## src/rtl/psum_collector.sv

```systemverilog
// psum_collector: one circular FIFO per array column; rows are popped
// across all columns at once into a registered output.
// Optional feature: define PSUM_COLLECTOR_OVF_EN to add the sticky
// per-column overflow flag output ovf_err.
//
// Handshake: each column accepts a write when wr[c]=1 and that column is
// not full; a row pop is accepted when rd=1 and o_valid=1 (every column
// non-empty). o_ready is the inverse of o_full. All decisions use pre-edge
// state, and out updates one cycle after an accepted pop.
module psum_collector #(
    parameter int col     = 8,
    parameter int psum_bw = 16,
    parameter int depth   = 16
) (
    input  logic                   clk,
    input  logic                   reset,
    input  logic [psum_bw*col-1:0] in,
    input  logic [col-1:0]         wr,
    input  logic                   rd,
    output logic [psum_bw*col-1:0] out,
    output logic                   o_valid,
    output logic                   o_full,
    output logic                   o_ready
`ifdef PSUM_COLLECTOR_OVF_EN
    ,
    output logic [col-1:0]         ovf_err
`endif
);

    localparam int aw = $clog2(depth);
    localparam int cw = aw + 1;

    logic [psum_bw-1:0] mem [col][depth];
    logic [aw-1:0]      wp  [col];
    logic [aw-1:0]      rp  [col];
    logic [cw-1:0]      cnt [col];

    logic [col-1:0] nonempty;
    logic [col-1:0] full;
    logic [col-1:0] wr_ok;
    logic           pop;

    // Per-column status and write acceptance from pre-edge counts.
    always_comb begin
        nonempty = '0;
        full     = '0;
        wr_ok    = '0;
        for (int c = 0; c < col; c++) begin
            nonempty[c] = (cnt[c] != '0);
            full[c]     = (cnt[c] == cw'(depth));
            wr_ok[c]    = wr[c] & ~full[c] & ~reset;
        end
    end

    // Status is forced to its idle values while reset is held so that the
    // flags are correct even before the first reset edge has cleared counts.
    assign o_valid = ~reset & (&nonempty);
    assign o_full  = ~reset & (|full);
    assign o_ready = ~o_full;
    assign pop     = rd & o_valid;

    // Pointers, counts and the registered output row.
    always_ff @(posedge clk) begin
        if (reset) begin
            for (int c = 0; c < col; c++) begin
                wp[c]  <= '0;
                rp[c]  <= '0;
                cnt[c] <= '0;
            end
            out <= '0;
        end else begin
            for (int c = 0; c < col; c++) begin
                if (wr_ok[c]) wp[c] <= wp[c] + aw'(1);
                if (pop) begin
                    rp[c] <= rp[c] + aw'(1);
                    out[c*psum_bw +: psum_bw] <= mem[c][rp[c]];
                end
                case ({wr_ok[c], pop})
                    2'b10:   cnt[c] <= cnt[c] + cw'(1);
                    2'b01:   cnt[c] <= cnt[c] - cw'(1);
                    default: cnt[c] <= cnt[c];
                endcase
            end
        end
    end

    // Storage array; contents need no reset because counts gate all reads.
    always_ff @(posedge clk) begin
        for (int c = 0; c < col; c++) begin
            if (wr_ok[c]) mem[c][wp[c]] <= in[c*psum_bw +: psum_bw];
        end
    end

`ifdef PSUM_COLLECTOR_OVF_EN
    // Sticky record of writes dropped because the column was full.
    always_ff @(posedge clk) begin
        if (reset) ovf_err <= '0;
        else       ovf_err <= ovf_err | (wr & full);
    end
`endif

endmodule

```

## config.mk

```make
export PLATFORM = sky130hd
export DESIGN_NAME = psum_collector
export DESIGN_NICKNAME = d
export VERILOG_FILES = /design/src/rtl/psum_collector.sv
export SDC_FILE = /design/constraint.sdc
export NUM_CORES = 2
export LEC_CHECK = 0
export BUFFER_PORTS_ARGS = -buffer_cell sky130_fd_sc_hd__buf_2
export CELL_PAD_IN_SITES_DETAIL_PLACEMENT = 1
export CELL_PAD_IN_SITES_GLOBAL_PLACEMENT = 2
export CORE_MARGIN = 2
export CORE_UTILIZATION = 35
export CTS_CLUSTER_SIZE = 28
export DETAILED_ROUTE_END_ITERATION = 8
export PLACE_DENSITY_LB_ADDON = 0.1
export SLEW_MARGIN = 5
export SYNTH_ARGS = -nofsm -noshare
export SYNTH_HDL_FRONTEND = slang
export SYNTH_SLANG_ARGS = --single-unit
```

## constraint.sdc

```tcl
create_clock -name clk -period 3.1 [get_ports clk]
set_input_delay 0.465 -clock clk [delete_from_list [all_inputs] [get_ports clk]]
set_output_delay 0.465 -clock clk [all_outputs]
set_load 0.05 [all_outputs]
```

Yosys cells after proc, flatten, opt, wreduce, memory -nomap -nowiden --
Memory sizes are Yosys's and may differ from the RTL's. Cells that the tools add are included.
Operators by class: multiplexer cells 189, $lt $le $gt $ge 24, eq/ne operators 24, reduce and logical (&&, ||, !) cells 26, add/subtract/negate cells 32, bitwise logic cells 85
Operators by type and width (count):
- $mux 256 | 8
- $bmux 16 s4 | 8
- $demux 16 s4 | 8
- $mux 16 | 24
- $mux 5 | 24
- $mux 1 | 101
- $ge 5x5->1 const B | 16
- $not 4->5 | 16
- $add 4x1->4 const B | 16
- $mux 4 | 16
- $add 5x1->5 const B | 8
- $eq 5x5->1 const B | 8
- $lt 5x1->1 const B | 8
- $or 1x1->1 | 40
- $reduce_bool 5->1 | 8
- $sub 5x1->5 const B | 8
- $and 1x1->1 | 19
- $eq 2x1->1 const B | 8
- $eq 2x2->1 const B | 8
- $reduce_or 2->1 | 8
- $not 1->1 | 10
- $logic_and 1x1->1 | 8
- $reduce_and 8->1 | 1
- $reduce_or 8->1 | 1
Storage, ports and cells: output and inout port bits 131, memories 4, bits in writable memories 2152, logic and storage cells 385, register bits after elaboration 128
Memories:
- mem | depth 8, width 256, read ports 8, clocked after Yosys merged registers in 0, wr ports 8, RTL line 33 | logic [psum_bw-1:0] mem [col][depth];
- cnt | depth 8, width 5, read ports 8, clocked after Yosys merged registers in 0, wr ports 8, RTL line 36 | logic [cw-1:0] cnt [col];
- rp | depth 8, width 4, read ports 8, clocked after Yosys merged registers in 0, wr ports 8, RTL line 35 | logic [aw-1:0] rp [col];
- wp | depth 8, width 4, read ports 8, clocked after Yosys merged registers in 0, wr ports 8, RTL line 34 | logic [aw-1:0] wp [col];

Logic depth before layout (Yosys ltp) --
word-level depth 11, mapped depth 17

Least setup slack after synthesis --
No wires, ideal clock.
path type register to output, from memory cnt[1][5] (netlist name), to output o_valid, slack -0.359 ns, cell stages (with the launch flop) 8, data required time 2.635 ns, arrival 2.994 ns, cell sequence edfxtp_1 -> inv_1 -> ha_1 -> a32oi_1 -> and3_1 -> buf_4 -> clkbuf_1 -> nor4b_1
RTL lines:
- from (decl) | RTL line 36
- to (decl) | RTL line 21 | output logic o_valid,

==> metrics.cfg <==
[drt]
wl_met3_mm = 8.75
wl_mm = 243
highest_layer = met5
postRouteAntennaNets = 0
wire_per_inst_um = 26.7
drc = 0
vias = 46954
dr_wl_met2_mm = 116
wl_met1_mm = 113
first_pass_iters = 6
drtIter0Drc = 3002
via_per_inst = 5.17

[logic_synthesis]
synth-simple-area-share_pct = 3.63
synth_nets = 4990
synthMuxAreaShare_pct = 13.6
ys_warn_count = 0
ys.flop_type = edfxtp_1
synth_edf_count = 2152
syn_area_mm2 = 0.0908
synthArstFlopShare_pct = 0
synth_compound_area_share_pct = 4.94
netlist_instances = 4764
synth.avg_cell_area_um2 = 19.1
synth_top_family_by_area = multiplexers
ys_seq_elements = 2280
synthDistinctLibCells = 62
ys_seq_area_share_pct = 74.0
synthAdderAreaFrac_pct = 1.26
synthXorXnorAreaFrac_pct = 0.598

[worst_setup_path]
r2r_end = cnt[1][19]$_SDFFCE_PP0P_
critical_path.max_fanout = 3
crit_required_ps = 2630
crit_end = o_valid
ff2ff_path_depth = 13
startpoint = cnt[1][2]$_SDFFCE_PN0P_
critPathKind = reg2out
reg2reg_from = cnt[1][2]$_SDFFCE_PN0P_
reg2reg_slack_ps = 120
crit_arrival_ps = 2600
critPathCaptureType = output pin
worst_setup_path_start_kind = flip-flop

[sta]
rsz0062_at_grt = yes
finalMaxSlewViolations = 0
fmax_mhz = 326
setup_violations = 0
hold_viol = 0
period_share_pct = 99.0
fin_crit_ps = 3070
slew_headroom_pct = 29.6
clock_skew_ps = 77.7
max_slew.worst_pin.slew_ps = 1060

[floorplan]
dieArea_mm2 = 0.263
pin_count = 270
placementRows = 186
die_x_um = 513
die_h_um = 513
core_area_mm2 = 0.257
start_util_pct = 35.3

[grt]
grtUsageTotal_pct = 18.4
grt_pass1_vias = 50718
grt_pass1_wl_mm = 357
antenna_found_initial = 26
overflow = 0
grt_max_degree = 92

[job]
max_cap_viol_count = 0

[clock_tree]
cts.path.max_buffers = 4
clock_latency_ps = 920
htreeDepth = 5
clk_pin_slew_ps = 60
clock-root-buffer = clkbuf_16
clock_sinks = 2280
cts_tree = done
cts_made_buffers = 279

[final_layout]
nNetsFinal = 5725
synthToLayoutAreaGrowth_pct = 19.9
final_common_cell = edfxtp_1
final_core_util_pct = 42.3
layout_common_cells = 2152 x edfxtp_1, 337 x mux4_2, 284 x clkbuf_16
final_cells = 9085
layout-drive-gt1-share_pct = 30.6

[pwr]
vdd_drop_max_mv = 0.558
p_leak_nw = 36.0
power_density_mw_per_mm2 = 694

[place]
dp_hpwl_mm = 140
gp_congestion = 0.710
port_buffers = 269
place_inst = 8444

[min_path]
min-delay-start = wr[2]
holdPathStages = 2
hold_path.class = in2reg

[run_status]
status = completed

==> Yosys cell counts, drive strengths merged (29+ instances only) <==
cell type	count	area share (%)
mux2i	143	1.6
ha	80	1.1
buf	148	1.1
edfxtp	2152	71
nor2	135	0.56
xnor2	38	0.37
and3	68	0.47
nor3	93	0.51
inv	57	0.24
mux2	261	3.2
dfxtp	128	2.8
o21ai	33	0.18
a221oi	56	0.54
mux4	352	8.8
clkbuf	140	0.58
o22ai	72	0.50
nor2b	143	1.0
nand2b	29	0.20
a211oi	118	1.4
and2	50	0.34
a21oi	236	1.3
==> per-layer routing <==
metal,vias up,GRT usage (%)
met1,25000,26.0
met4,16,4.53
li1,20772,-
met5,-,0
met2,799,29.9
met3,367,2.70
==> registers in the layout, indices dropped and copies added (netlist names) <==
register	count
cnt	40
mem	2048
out	128
rp	32
wp	32
==> how the worst min path moves through the flow <==
stage,endpoint,slack (ps)
after floorplan,mem[0][0]$_DFFE_PP_,560
after global placement,out[107]$_SDFFE_PP0P_,510
after detailed placement,out[21]$_SDFFE_PP0P_,520
after CTS,wp[0][8]$_SDFFCE_PN0P_,40
after global routing,wp[0][8]$_SDFFCE_PN0P_,70
final,wp[0][8]$_SDFFCE_PN0P_,100
==> worst max-delay path, stage by stage (launching register included) <==
cell	delay, ps
edfxtp_1	400
nor4_4	80
a221oi_2	340
and3_4	260
buf_12	100
nor4b_4	250
buf_6	180
buf_12	130
==> power by group <==
group	switching [W]	total (W)	internal [W]	leakage, nW
Sequential	0.000570	0.0351	0.0345	20.6
Combinational	0.00610	0.0100	0.00392	11.3
Clock	0.0124	0.0304	0.0180	4.12
Total	0.0191	0.0756	0.0565	36.0
==> cell type report <==
type	instances	area, um2
clock buffers	353	7490
inverters	58	230
fillers	24405	149000
well taps	3384	4230
diodes	6	15.0
multi-input cells	2138	22300
flip-flops and latches	2280	67200
repair inverters	1	8.76
repair buffers	741	6470
clock inverters	124	950
==> metrics by stage <==
| stage | hold slack (ps) | instance area [um2] | setup TNS, ps | setup slack [ps] | power, W |
|---|---|---|---|---|---|
| 6_report | 100 | 109000 | 0 | 31.3 | 0.0756 |
| 3_5_place_dp | 517 | 98500 | -1630 | -128 | 0.0455 |
| 3_3_place_gp | 508 | 98500 | -498 | -38.7 | 0.0454 |
| 4_1_cts | 36.3 | 109000 | -319 | -200 | 0.0768 |
| 2_1_floorplan | 564 | 90800 | -16.3 | -10.4 | 0.0419 |
| 5_1_grt | 68.0 | 109000 | -351 | -145 | 0.0786 |
==> timing repair <==
action | CTS | global route
hold buffers | 129 | 0
setup endpoints to repair | 21 | 74
pin swaps | 7 | 25
cloned | 3 | 1
endpoints found under the hold margin | 2049 | 0
buffers inserted | 16 | 12
gates resized for setup | 23 | 50
==> cell families after synthesis <==
logic type | Yosys count
DFF | 2280
muxes | 756
AOI/OAI and AO/OA | 630
and+or+nand+nor | 603
buffers and inverters | 346
adders and majority gates | 87
xor gates and xnor gates | 62
Power figures use the tool's default switching activity.
